<file path="config.mk">
export PLATFORM = sky130hd
export DESIGN_NAME = xctcmsg_receive_matcher_flat
export DESIGN_NICKNAME = d
export VERILOG_FILES = /design/src/rtl/xctcmsg_receive_matcher_if.sv /design/src/rtl/xctcmsg_receive_matcher.sv /design/src/flat_wrapper.sv
export SDC_FILE = /design/constraint.sdc
export NUM_CORES = 1
export LEC_CHECK = 0
export CORE_ASPECT_RATIO = 1.4
export CORE_MARGIN = 2
export CORE_UTILIZATION = 40
export DETAILED_ROUTE_END_ITERATION = 6
export PLACE_DENSITY = 0.68
export SETUP_SLACK_MARGIN = 0.2
export SYNTH_ARGS = -nofsm -noshare
export SYNTH_HDL_FRONTEND = slang
export SYNTH_SLANG_ARGS = --single-unit
export TNS_END_PERCENT = 10
</file>
<file path="constraint.sdc">
create_clock -name clk -period 18.96 [get_ports clk]
set_clock_uncertainty 0.1 [all_clocks]
set_input_delay 3.792 -clock clk [delete_from_list [all_inputs] [get_ports clk]]
set_output_delay 3.792 -clock clk [all_outputs]
set_load 0.01 [all_outputs]
</file>
<file path="src/rtl/xctcmsg_receive_matcher_if.sv">
// Message types plus the net / receive-queue / writeback handshake bundle for the
// receive matcher. The package is kept here so the bundle compiles from two files.
package xctcmsg_pkg;
    typedef struct packed {
        logic [31:0] tag;
        logic [31:0] addr;
        logic [63:0] data;
    } interface_receive_data_t;

    // meta/meta_mask are laid out as {tag, addr}
    typedef struct packed {
        logic        is_avail;
        logic [63:0] meta;
        logic [63:0] meta_mask;
        logic [7:0]  passthrough;
    } receive_queue_data_t;

    typedef struct packed {
        logic [63:0] value;
        logic [7:0]  passthrough;
    } writeback_arbiter_data_t;
endpackage

interface xctcmsg_receive_matcher_if
    import xctcmsg_pkg::*;
#(
    parameter int BUFFER_DEPTH = 4,
    localparam int COUNT_WIDTH = $clog2(BUFFER_DEPTH + 1)
) ();
    logic                    net_valid_i;
    logic                    net_ready_o;
    interface_receive_data_t net_data_i;
    logic                    rq_valid_i;
    logic                    rq_ready_o;
    receive_queue_data_t     rq_data_i;
    logic                    wb_valid_o;
    logic                    wb_ready_i;
    writeback_arbiter_data_t wb_data_o;
    logic [COUNT_WIDTH-1:0]  buffer_count_o;

    modport master (
        output net_valid_i, net_data_i, rq_valid_i, rq_data_i, wb_ready_i,
        input  net_ready_o, rq_ready_o, wb_valid_o, wb_data_o, buffer_count_o
    );
    modport slave (
        input  net_valid_i, net_data_i, rq_valid_i, rq_data_i, wb_ready_i,
        output net_ready_o, rq_ready_o, wb_valid_o, wb_data_o, buffer_count_o
    );
endinterface

</file>
<file path="src/rtl/xctcmsg_receive_matcher.sv">
// Arrival-ordered compacting message buffer serving one receive-queue request at a
// time: RECV removes the oldest masked match and returns its data, AVAIL reports presence.
module xctcmsg_receive_matcher
    import xctcmsg_pkg::*;
#(
    parameter int BUFFER_DEPTH = 4,
    localparam int COUNT_WIDTH = $clog2(BUFFER_DEPTH + 1)
) (
    input  logic                          clk,
    input  logic                          rst,
    xctcmsg_receive_matcher_if.slave      bus
);
    typedef enum logic [1:0] {S_IDLE, S_MATCH, S_RESP} state_t;

    state_t                  r_state;
    interface_receive_data_t r_buf [BUFFER_DEPTH];
    logic [COUNT_WIDTH-1:0]  r_count;
    receive_queue_data_t     r_req;
    logic                    r_rq_ready;
    logic                    r_wb_valid;
    writeback_arbiter_data_t r_wb_data;

    logic                    w_net_ready;
    logic                    w_push;
    logic                    w_rm;
    logic                    w_any;
    logic [COUNT_WIDTH-1:0]  w_sel;
    logic [COUNT_WIDTH-1:0]  w_wr_idx;
    logic [63:0]             w_sel_data;

    // Scan from the top down so the last hit written is the oldest match.
    always_comb begin
        w_any      = 1'b0;
        w_sel      = '0;
        w_sel_data = '0;
        for (int i = BUFFER_DEPTH - 1; i >= 0; i--) begin
            if (i < int'(r_count) &&
                ((({r_buf[i].tag, r_buf[i].addr} ^ r_req.meta) & r_req.meta_mask) == 64'd0)) begin
                w_any      = 1'b1;
                w_sel      = COUNT_WIDTH'(i);
                w_sel_data = r_buf[i].data;
            end
        end
    end

    assign w_net_ready = (r_count < COUNT_WIDTH'(BUFFER_DEPTH));
    assign w_push      = bus.net_valid_i && w_net_ready;
    assign w_rm        = (r_state == S_MATCH) && !r_req.is_avail && w_any;
    assign w_wr_idx    = r_count - COUNT_WIDTH'(w_rm);

    // Entries beyond r_count are don't-care, so the payload array needs no reset.
    always_ff @(posedge clk) begin
        for (int i = 0; i < BUFFER_DEPTH - 1; i++) begin
            if (w_rm && i >= int'(w_sel))
                r_buf[i] <= r_buf[i + 1];
        end
        for (int i = 0; i < BUFFER_DEPTH; i++) begin
            if (w_push && i == int'(w_wr_idx))
                r_buf[i] <= bus.net_data_i;
        end
    end

    always_ff @(posedge clk) begin
        if (rst) begin
            r_state    <= S_IDLE;
            r_count    <= '0;
            r_req      <= '0;
            r_rq_ready <= 1'b1;
            r_wb_valid <= 1'b0;
            r_wb_data  <= '0;
        end else begin
            r_count <= r_count - COUNT_WIDTH'(w_rm) + COUNT_WIDTH'(w_push);
            case (r_state)
                S_IDLE: begin
                    if (bus.rq_valid_i) begin
                        r_req      <= bus.rq_data_i;
                        r_rq_ready <= 1'b0;
                        r_state    <= S_MATCH;
                    end
                end
                S_MATCH: begin
                    if (r_req.is_avail) begin
                        r_wb_data  <= '{value: w_any ? 64'd1 : 64'd0, passthrough: r_req.passthrough};
                        r_wb_valid <= 1'b1;
                        r_state    <= S_RESP;
                    end else if (w_any) begin
                        r_wb_data  <= '{value: w_sel_data, passthrough: r_req.passthrough};
                        r_wb_valid <= 1'b1;
                        r_state    <= S_RESP;
                    end
                end
                S_RESP: begin
                    if (bus.wb_ready_i) begin
                        r_wb_valid <= 1'b0;
                        r_rq_ready <= 1'b1;
                        r_state    <= S_IDLE;
                    end
                end
                default: r_state <= S_IDLE;
            endcase
        end
    end

    assign bus.net_ready_o    = w_net_ready;
    assign bus.rq_ready_o     = r_rq_ready;
    assign bus.wb_valid_o     = r_wb_valid;
    assign bus.wb_data_o      = r_wb_data;
    assign bus.buffer_count_o = r_count;
endmodule
</file>
<file path="src/flat_wrapper.sv">
// flat-port wrapper written by rule: the top's interface ports become plain ports
module xctcmsg_receive_matcher_flat import xctcmsg_pkg::*;
#(
    parameter int BUFFER_DEPTH = 4,
    localparam int COUNT_WIDTH = $clog2(BUFFER_DEPTH + 1)
)
  (clk, rst, bus_net_valid_i, bus_net_data_i, bus_rq_valid_i, bus_rq_data_i, bus_wb_ready_i, bus_net_ready_o, bus_rq_ready_o, bus_wb_valid_o, bus_wb_data_o, bus_buffer_count_o);
  xctcmsg_receive_matcher_if #(.BUFFER_DEPTH(BUFFER_DEPTH)) bus_i ();
  input  logic clk;
  input  logic rst;
  input wire logic [$bits(bus_i.net_valid_i)-1:0] bus_net_valid_i;
  input wire logic [$bits(bus_i.net_data_i)-1:0] bus_net_data_i;
  input wire logic [$bits(bus_i.rq_valid_i)-1:0] bus_rq_valid_i;
  input wire logic [$bits(bus_i.rq_data_i)-1:0] bus_rq_data_i;
  input wire logic [$bits(bus_i.wb_ready_i)-1:0] bus_wb_ready_i;
  output wire logic [$bits(bus_i.net_ready_o)-1:0] bus_net_ready_o;
  output wire logic [$bits(bus_i.rq_ready_o)-1:0] bus_rq_ready_o;
  output wire logic [$bits(bus_i.wb_valid_o)-1:0] bus_wb_valid_o;
  output wire logic [$bits(bus_i.wb_data_o)-1:0] bus_wb_data_o;
  output wire logic [$bits(bus_i.buffer_count_o)-1:0] bus_buffer_count_o;
  assign bus_i.net_valid_i = bus_net_valid_i;
  assign bus_i.net_data_i = bus_net_data_i;
  assign bus_i.rq_valid_i = bus_rq_valid_i;
  assign bus_i.rq_data_i = bus_rq_data_i;
  assign bus_i.wb_ready_i = bus_wb_ready_i;
  assign bus_net_ready_o = bus_i.net_ready_o;
  assign bus_rq_ready_o = bus_i.rq_ready_o;
  assign bus_wb_valid_o = bus_i.wb_valid_o;
  assign bus_wb_data_o = bus_i.wb_data_o;
  assign bus_buffer_count_o = bus_i.buffer_count_o;
  xctcmsg_receive_matcher #(.BUFFER_DEPTH(BUFFER_DEPTH)) u_core (.clk(clk), .rst(rst), .bus(bus_i));
endmodule
</file>
==> results.md, run 1 <==
- Synth Area in Simple Gates: 0.0697
- Number of synthesized register bits: 728
- Largest family of logic cells by synthesized area: multiplexers
- Worst EP arrival: 7.84 ns
- Pleak: 0.0140 µW
- Register area share after synthesis: 0.600
- Crit end category: flop
- Chip Width: 246 µm
- First-iteration detailed-routing DRC count: 2287
- Final WL: 110000 µm
- Core Area: 0.0815 mm²
- CTS max path bufs: 3
- WL/cell: 27.1 µm
- Buffers on Ports: 347
- Syn Nets: 2967
- Root Buffer: clkbuf_16
- Worst slack, placed: 11.08 ns
- Post-synth top area share: 0.469
- Setup TNS: 0 ns
- Synth Area per Inst: 12.2 µm²
- Critical path class: reg -> reg
- Hold path depth: 2
- Pre-Repair DR Iteration Count: 6
- Complex-gate fraction of the synthesized area: 0.0963
- Max Slew Vio Count: 0
- Synth Area in Adders: 0.00191
- Worst hold path type: reg -> reg
- VDD IR-drop max: 0.0676 mV
- Post-synth EDFFs: 512
- Rows: 124
- Die Y: 343 µm
- Max-cap viol count: 0
- RSZ-0062 raised after global routing: false
- Vias in the first global route: 22.5k
- Synth Cell Area: 0.0328 mm²
- Post-CTS Resized: 0
- Critical Path Source Type: flop
- Residual DRC: 0
- Nets: 3202
- Power Density: 102 mW/mm²
- Synth Area in XOR/XNOR: 0.0689
- # fillers: 7241
- Final setup vio count: 0
- Setup ws final: 11.25 ns
- Synth async-reset ratio: 0
- CP required: 19.09 ns
- Area leader, netlist: edfxtp_1
- All-Layer GR Usage: 0.255
- Routed Antenna Nets: 0
- CTS tree: yes
- First-pass GRT wire length: 156000 µm
- Initial antenna violation count: 18
- Clock transition at path regs: 0.06 ns
- Min Tclk post-route: 7.71 ns
- Mapped Cells: 2692
- YS warnings: 0
- Die area: 0.0844 mm²
- CTS HTree Levels: 3
- Vias per cell: 5.64
- Post-synthesis mux area share: 0.134
- Overflow after GRT: 0
- Worst Max-Slew Pin Slew: 1.19 ns
- Layout cells sized above 1: 0.183
- Status: finished, final reports clean
- Hold Fails Final Rpt: 0
- Post-CTS Hold Fix Bufs: 0
- Top_reg_cell synth: edfxtp_1
- Routed via count: 22.9k
- Fin crit share: 0.407
- Largest net degree at the start of global routing: 97
- Headroom to the max-slew limit: 0.209
- Ports: 348
- Unique masters post-synth: 47
- TritonCTS Buffers: 74
- R2R cell count: 16
- Placed wire-length estimate: 74500 µm
- Peak Freq: 130 MHz
- Clock sink count: 728
- GPL Wtd Cong: 1.02
- Initial Util: 0.403
- CP max FO: 69
- Area grow syn2layout: 20.3%
- Later-pin clock latency in the skew report: 0.64 ns
- Post-CTS setup buffers: 0
- Ranking of synthesized cells by area: edfxtp_1 47%, dfxtp_1 13%, mux2_2 13%, xor2_1 6.9%, nand2_1 4.0%
==> sequential cells by signal (all words and copies together) (netlist names) <==
signal / flops
u_core.bus.wb_valid_o: 1
u_core.r_buf: 512
u_core.r_state: 2
u_core.r_req: 137
u_core.bus.wb_data_o: 72
u_core.bus.rq_ready_o: 1
u_core.bus.buffer_count_o: 3
==> path summary, 6_finish.rpt <==
check,start,to,slack (ns)
max,u_core.r_req[89]$_SDFFE_PP0P_,u_core.r_buf[2][51]$_DFFE_PP_,11.25
min,u_core.bus.wb_data_o[12]$_SDFFE_PP0P_,u_core.bus.wb_data_o[12]$_SDFFE_PP0P_,0.36
max reg2reg,u_core.r_req[89]$_SDFFE_PP0P_,u_core.r_buf[2][51]$_DFFE_PP_,11.25
min reg2reg,u_core.bus.wb_data_o[12]$_SDFFE_PP0P_,u_core.bus.wb_data_o[12]$_SDFFE_PP0P_,0.36
==> metrics by stage <==
| stage | instance area (µm²) | std cells | power [µW] | hold WS [ns] | utilization |
|---|---|---|---|---|---|
| floorplan | 32800 | 2692 | 2290 | 0.336 | - |
| global placement | 37000 | 3922 | 2570 | 0.343 | 0.455 |
| detailed placement | 37000 | 3922 | 2570 | 0.350 | 0.455 |
| CTS | 39500 | 4060 | 4050 | 0.359 | 0.485 |
| global route | 39500 | 4062 | 4150 | 0.378 | 0.485 |
| finish | 39500 | 4063 | 4030 | 0.356 | 0.485 |
==> layout make-up <==
type	count	area, µm²	area share
Sequential cell	728	19700	0.499
Multi-Input combinational cell	1738	12300	0.311
Timing Repair Buffer	374	3680	0.0932
Clock buffer	108	2150	0.0545
Tap cell	1071	1340	0.0339
Clock inverter	30	272	0.00688
Inverter	11	41.3	0.00105
Antenna cell	3	7.51	0.000190
==> power breakdown <==
group	switching (µW)	total [µW]	internal (µW)
Combinational	370	604	234
Sequential	121	1940	1820
Clock	641	1480	837
Total	1130	4030	2890
==> per-layer routing <==
metal / global-route usage / wire [µm] / vias to the layer above
met5: 0 / 185 / -
met2: 0.437 / 54400 / 971
met4: 0.132 / 6180 / 30
met1: 0.302 / 41200 / 11400
met3: 0.0500 / 7990 / 249
li1: - / - / 10300
==> critical path, stage by stage, from the launching register on <==
cell      delay [ns]
dfxtp_1         0.45
xor2_1          0.46
a22o_1          0.22
a221oi_1        0.05
and4_1          0.24
nand3_4         0.09
buf_4           0.74
nand2_4         0.85
nor3_1          0.46
nor2_1          0.12
ha_1            0.20
ha_1            0.39
nor2_1          0.21
nand2_4         0.42
nand2_4         0.66
buf_4           0.70
buf_4           0.78
==> cell usage in the layout (no fill, tap or decap), types with 27 or more instances in the layout <==
cell type | synthesis | layout
edfxtp_1 | 512 | 512
mux2_2 | 384 | 384
clkdlybuf4s50_1 | 0 | 346
nand2_1 | 346 | 342
xor2_1 | 257 | 257
dfxtp_1 | 216 | 216
a21oi_1 | 206 | 206
o21ai_1 | 120 | 120
a22oi_1 | 107 | 107
nor2_1 | 80 | 80
clkbuf_16 | 0 | 77
nand3_1 | 70 | 67
o22ai_1 | 63 | 63
buf_4 | 0 | 27
==> cell families (layout without fill, tap and decap cells) <==
kind of cell / count (synthesis) / in the layout
muxes: 392 / 392
buffers and inverters: 226 / 523
AOI/OAI and AO/OA: 536 / 536
adders and majority gates: 5 / 5
and+or+nand+nor: 547 / 547
xor gates and xnor gates: 258 / 258
DFF: 728 / 728
other: 0 / 3
==> synthesized netlist by cell type (2+ instances only) <==
cell / number
buf_1: 11
and4_1: 2
clkbuf_1: 176
nand2_1: 346
nor2_1: 80
xor2_1: 257
nand3_1: 70
buf_2: 20
edfxtp_1: 512
mux2_2: 384
dfxtp_1: 216
a22oi_1: 107
o21ai_1: 120
mux2i_1: 8
o21ai_0: 10
nor3_1: 4
a21oi_1: 206
a222oi_1: 4
a22o_1: 7
nor4_1: 4
a31oi_1: 2
ha_1: 5
nand2b_1: 5
o22ai_1: 63
or4_1: 3
a221oi_1: 7
nand4_1: 25
inv_1: 11
and3_1: 2
buf_6: 8
(Power assumes the default switching activity.)
==> run 2: changes to the inputs <==
--- a/config.mk
+++ b/config.mk
@@ -9,7 +9,7 @@
 export CORE_MARGIN = 2
 export CORE_UTILIZATION = 40
 export DETAILED_ROUTE_END_ITERATION = 6
-export PLACE_DENSITY = 0.68
+export PLACE_DENSITY = 0.7
 export SETUP_SLACK_MARGIN = 0.2
 export SYNTH_ARGS = -nofsm -noshare
 export SYNTH_HDL_FRONTEND = slang
==> constraint.sdc (replaced) <==
create_clock -name clk -period 7.05 [get_ports clk]
set_clock_uncertainty 0.1 [all_clocks]
set_input_delay 1.41 -clock clk [delete_from_list [all_inputs] [get_ports clk]]
set_output_delay 1.41 -clock clk [all_outputs]
set_load 0.01 [all_outputs]
==> run 2 against run 1 <==
Net effect:
- wire length fell by 2.3%
- combinational power rose to 2.7 times the previous value
- utilization rose by 0.18 points
- largest power group unchanged
- critical path depth fell by 1
- largest cell class unchanged
- via count fell by 0.18%
- sequential cell count did not move
- global-route usage fell by 0.55 points
- clock power rose to 2.7 times the previous value
- die area did not move
- setup slack got worse by 9.5 ns
- highest routed layer unchanged
- final cell count barely moved
==> results.md, run 2 (synthesis gave the netlist of run 1 again) <==
- Status: finished, final reports clean
- Headroom to the max-slew limit: 0.238 (+0.0289)
- Final Instance Area: 0.0396 mm² (+0.37%)
- CTS HTree Levels: 3 (unchanged)
- Max reg flops: 512 (unchanged)
- Core Area: 0.0815 mm² (unchanged)
- Cell mode on critical path: buf_4
- Clock sink count: 728 (unchanged)
- Worst slack, placed: 1.74 ns (-9.33 ns)
- Critical-path cell list: xor2_1 > a222oi_1 > and4_1 > nand3_4 > buf_4 > inv_1 > nor3_2 > nor2_1 > ha_1 > ha_1 > nor2_1 > and3_4 > o21bai_4 > buf_4 > buf_4
- TritonCTS Buffers: 75 (+1.4%)
- CTS max path bufs: 3 (unchanged)
- Final core utilization: 0.486 (+0.00178)
- Die Y: 343 µm (unchanged)
- Power Density: 274 mW/mm² (+170%)
- Largest net degree at the start of global routing: 129 (+33%)
- VDD IR-drop max: 0.210 mV (+210%)
- Setup ws final: 1.72 ns (-9.53 ns)
- Worst hold path type: reg -> reg
- Final WL: 107000 µm (-2.3%)
- Max-cap viol count: 0 (unchanged)
- Final setup vio count: 0 (unchanged)
- Fin crit share: 0.756 (+0.350)
- Post-CTS Hold Fix Bufs: 0 (unchanged)
- CP max FO: 44 (-36%)
- Hold Fails Final Rpt: 0 (unchanged)
- Routed via count: 22.9k (-0.18%)
- Die area: 0.0844 mm² (unchanged)
- Worst Setup SP: u_core.r_req[81]$_SDFFE_PP0P_
- Peak Freq: 188 MHz (+45%)
- GPL Wtd Cong: 1.01 (-1.1%)
- Slowest CP cell: buf_4
- Commonest non-fill, non-tap cells in the layout: 512 x edfxtp_1, 384 x mux2_2, 346 x clkdlybuf4s50_1
- Later-pin clock latency in the skew report: 0.64 ns (about the same)
- All-Layer GR Usage: 0.249 (-0.00549)
- Chip Width: 246 µm (unchanged)
- Worst r2r src: u_core.r_req[81]$_SDFFE_PP0P_
- WL/cell: 26.5 µm (-2.2%)
- Min Tclk post-route: 5.33 ns (-2.38 ns)
- Post-CTS setup buffers: 0 (unchanged)
- Area after DPL: 0.0372 mm² (+0.34%)
- Critical Path Source Type: flop
- Crit end category: flop
- Vias per cell: 5.63 (-0.11%)
- Critical path's largest stage delay: 0.64 ns (-0.21 ns)
- Ports: 348 (unchanged)
- Pre-Repair DR Iteration Count: 5 (-1)
- Layout cells sized above 1: 0.182 (-0.000943)
- Placed wire-length estimate: 71800 µm (-3.7%)
- First-iteration detailed-routing DRC count: 2082 (-9.0%)
- Biggest register: u_core.r_buf
- Residual DRC: 0 (unchanged)
- Pleak: 0.0140 µW (+0.29%)
- HP Start: u_core.r_req[1]$_SDFFE_PP0P_
- Initial Util: 0.403 (unchanged)
- Nets: 3202 (unchanged)
- CTS tree: yes
- Buffers on Ports: 347 (unchanged)
- First-pass GRT wire length: 154000 µm (-1.4%)
- Rows: 124 (unchanged)
- Initial antenna violation count: 13 (-5)
- Critical path class: reg -> reg
- Vias in the first global route: 22.7k (+0.68%)
- Clock transition at path regs: 0.06 ns (about the same)
- Setup TNS: 0 ns (unchanged)
- Root Buffer: clkbuf_16
- Commonest non-fill, non-tap cell in the layout: edfxtp_1
- CP required: 7.20 ns (-11.89 ns)
- Post-CTS Resized: 0 (unchanged)
- Worst Max-Slew Pin Slew: 1.14 ns (-0.0433 ns)
- Worst EP arrival: 5.48 ns (-2.36 ns)
- Overflow after GRT: 0 (unchanged)
- Max Slew Vio Count: 0 (unchanged)
- Area grow syn2layout: 20.8%
- RSZ-0062 raised after global routing: false
- Routed Antenna Nets: 0 (unchanged)
- Hold slack: 0.357 ns (+0.000825 ns)
-- run 2: changes by cell type in the layout (fill, tap and decap cells not counted), sizes merged --
cell,before,now
inv,16,17
diode,3,1
clkinv,19,20
buf,28,27
clkbuf,108,106
-- run 2: worst max-delay path, delay by kind of cell (launching register included) --
family / cells / cell delay [ns]
compound gates: 2 / 0.34
xor+xnor: 1 / 0.47
fa+ha+maj: 2 / 0.46
buf+inv: 4 / 1.80
flops: 1 / 0.52
simple gates: 6 / 1.14
-- run 2: where the power goes --
group,total (µW),internal (µW),switching [µW]
Sequential,5240,4900,338
Combinational,1620,641,976
Clock,4000,2270,1740
Total,10900,7810,3050
-- run 2: cell type report --
| class | instances | area, µm² |
|---|---|---|
| repair buffers | 373 | 3780 |
| well taps | 1071 | 1340 |
| multi-input cells | 1738 | 12300 |
| clock inverters | 32 | 289 |
| fillers | 7288 | 41800 |
| flip-flops and latches | 728 | 19700 |
| diodes | 1 | 2.50 |
| clock buffers | 106 | 2160 |
| inverters | 11 | 41.3 |
-- run 2: per-stage QoR --
stage / total power (µW) / std cells
floorplan: 6150 / 2692
global placement: 6910 / 3921
detailed placement: 6930 / 3921
CTS: 10900 / 4059
global route: 11200 / 4060
finish: 10900 / 4060
-- run 2: worst paths after layout --
check | endpoint | slack, ns | cells after the start
max | u_core.r_buf[0][91]$_DFFE_PP_ | 1.72 | 15
min | u_core.r_req[1]$_SDFFE_PP0P_ | 0.36 | 2
max reg2reg | u_core.r_buf[0][91]$_DFFE_PP_ | 1.72 | 15
min reg2reg | u_core.r_req[1]$_SDFFE_PP0P_ | 0.36 | 2
-- run 2: per-layer routing --
metal  vias up  wire (µm)  global-route usage
li1      10300          -                   -
met1     11300      40100               0.295
met2       998      52800               0.426
met3       250       7970              0.0459
met4        20       6420               0.139
met5         -        132                   0
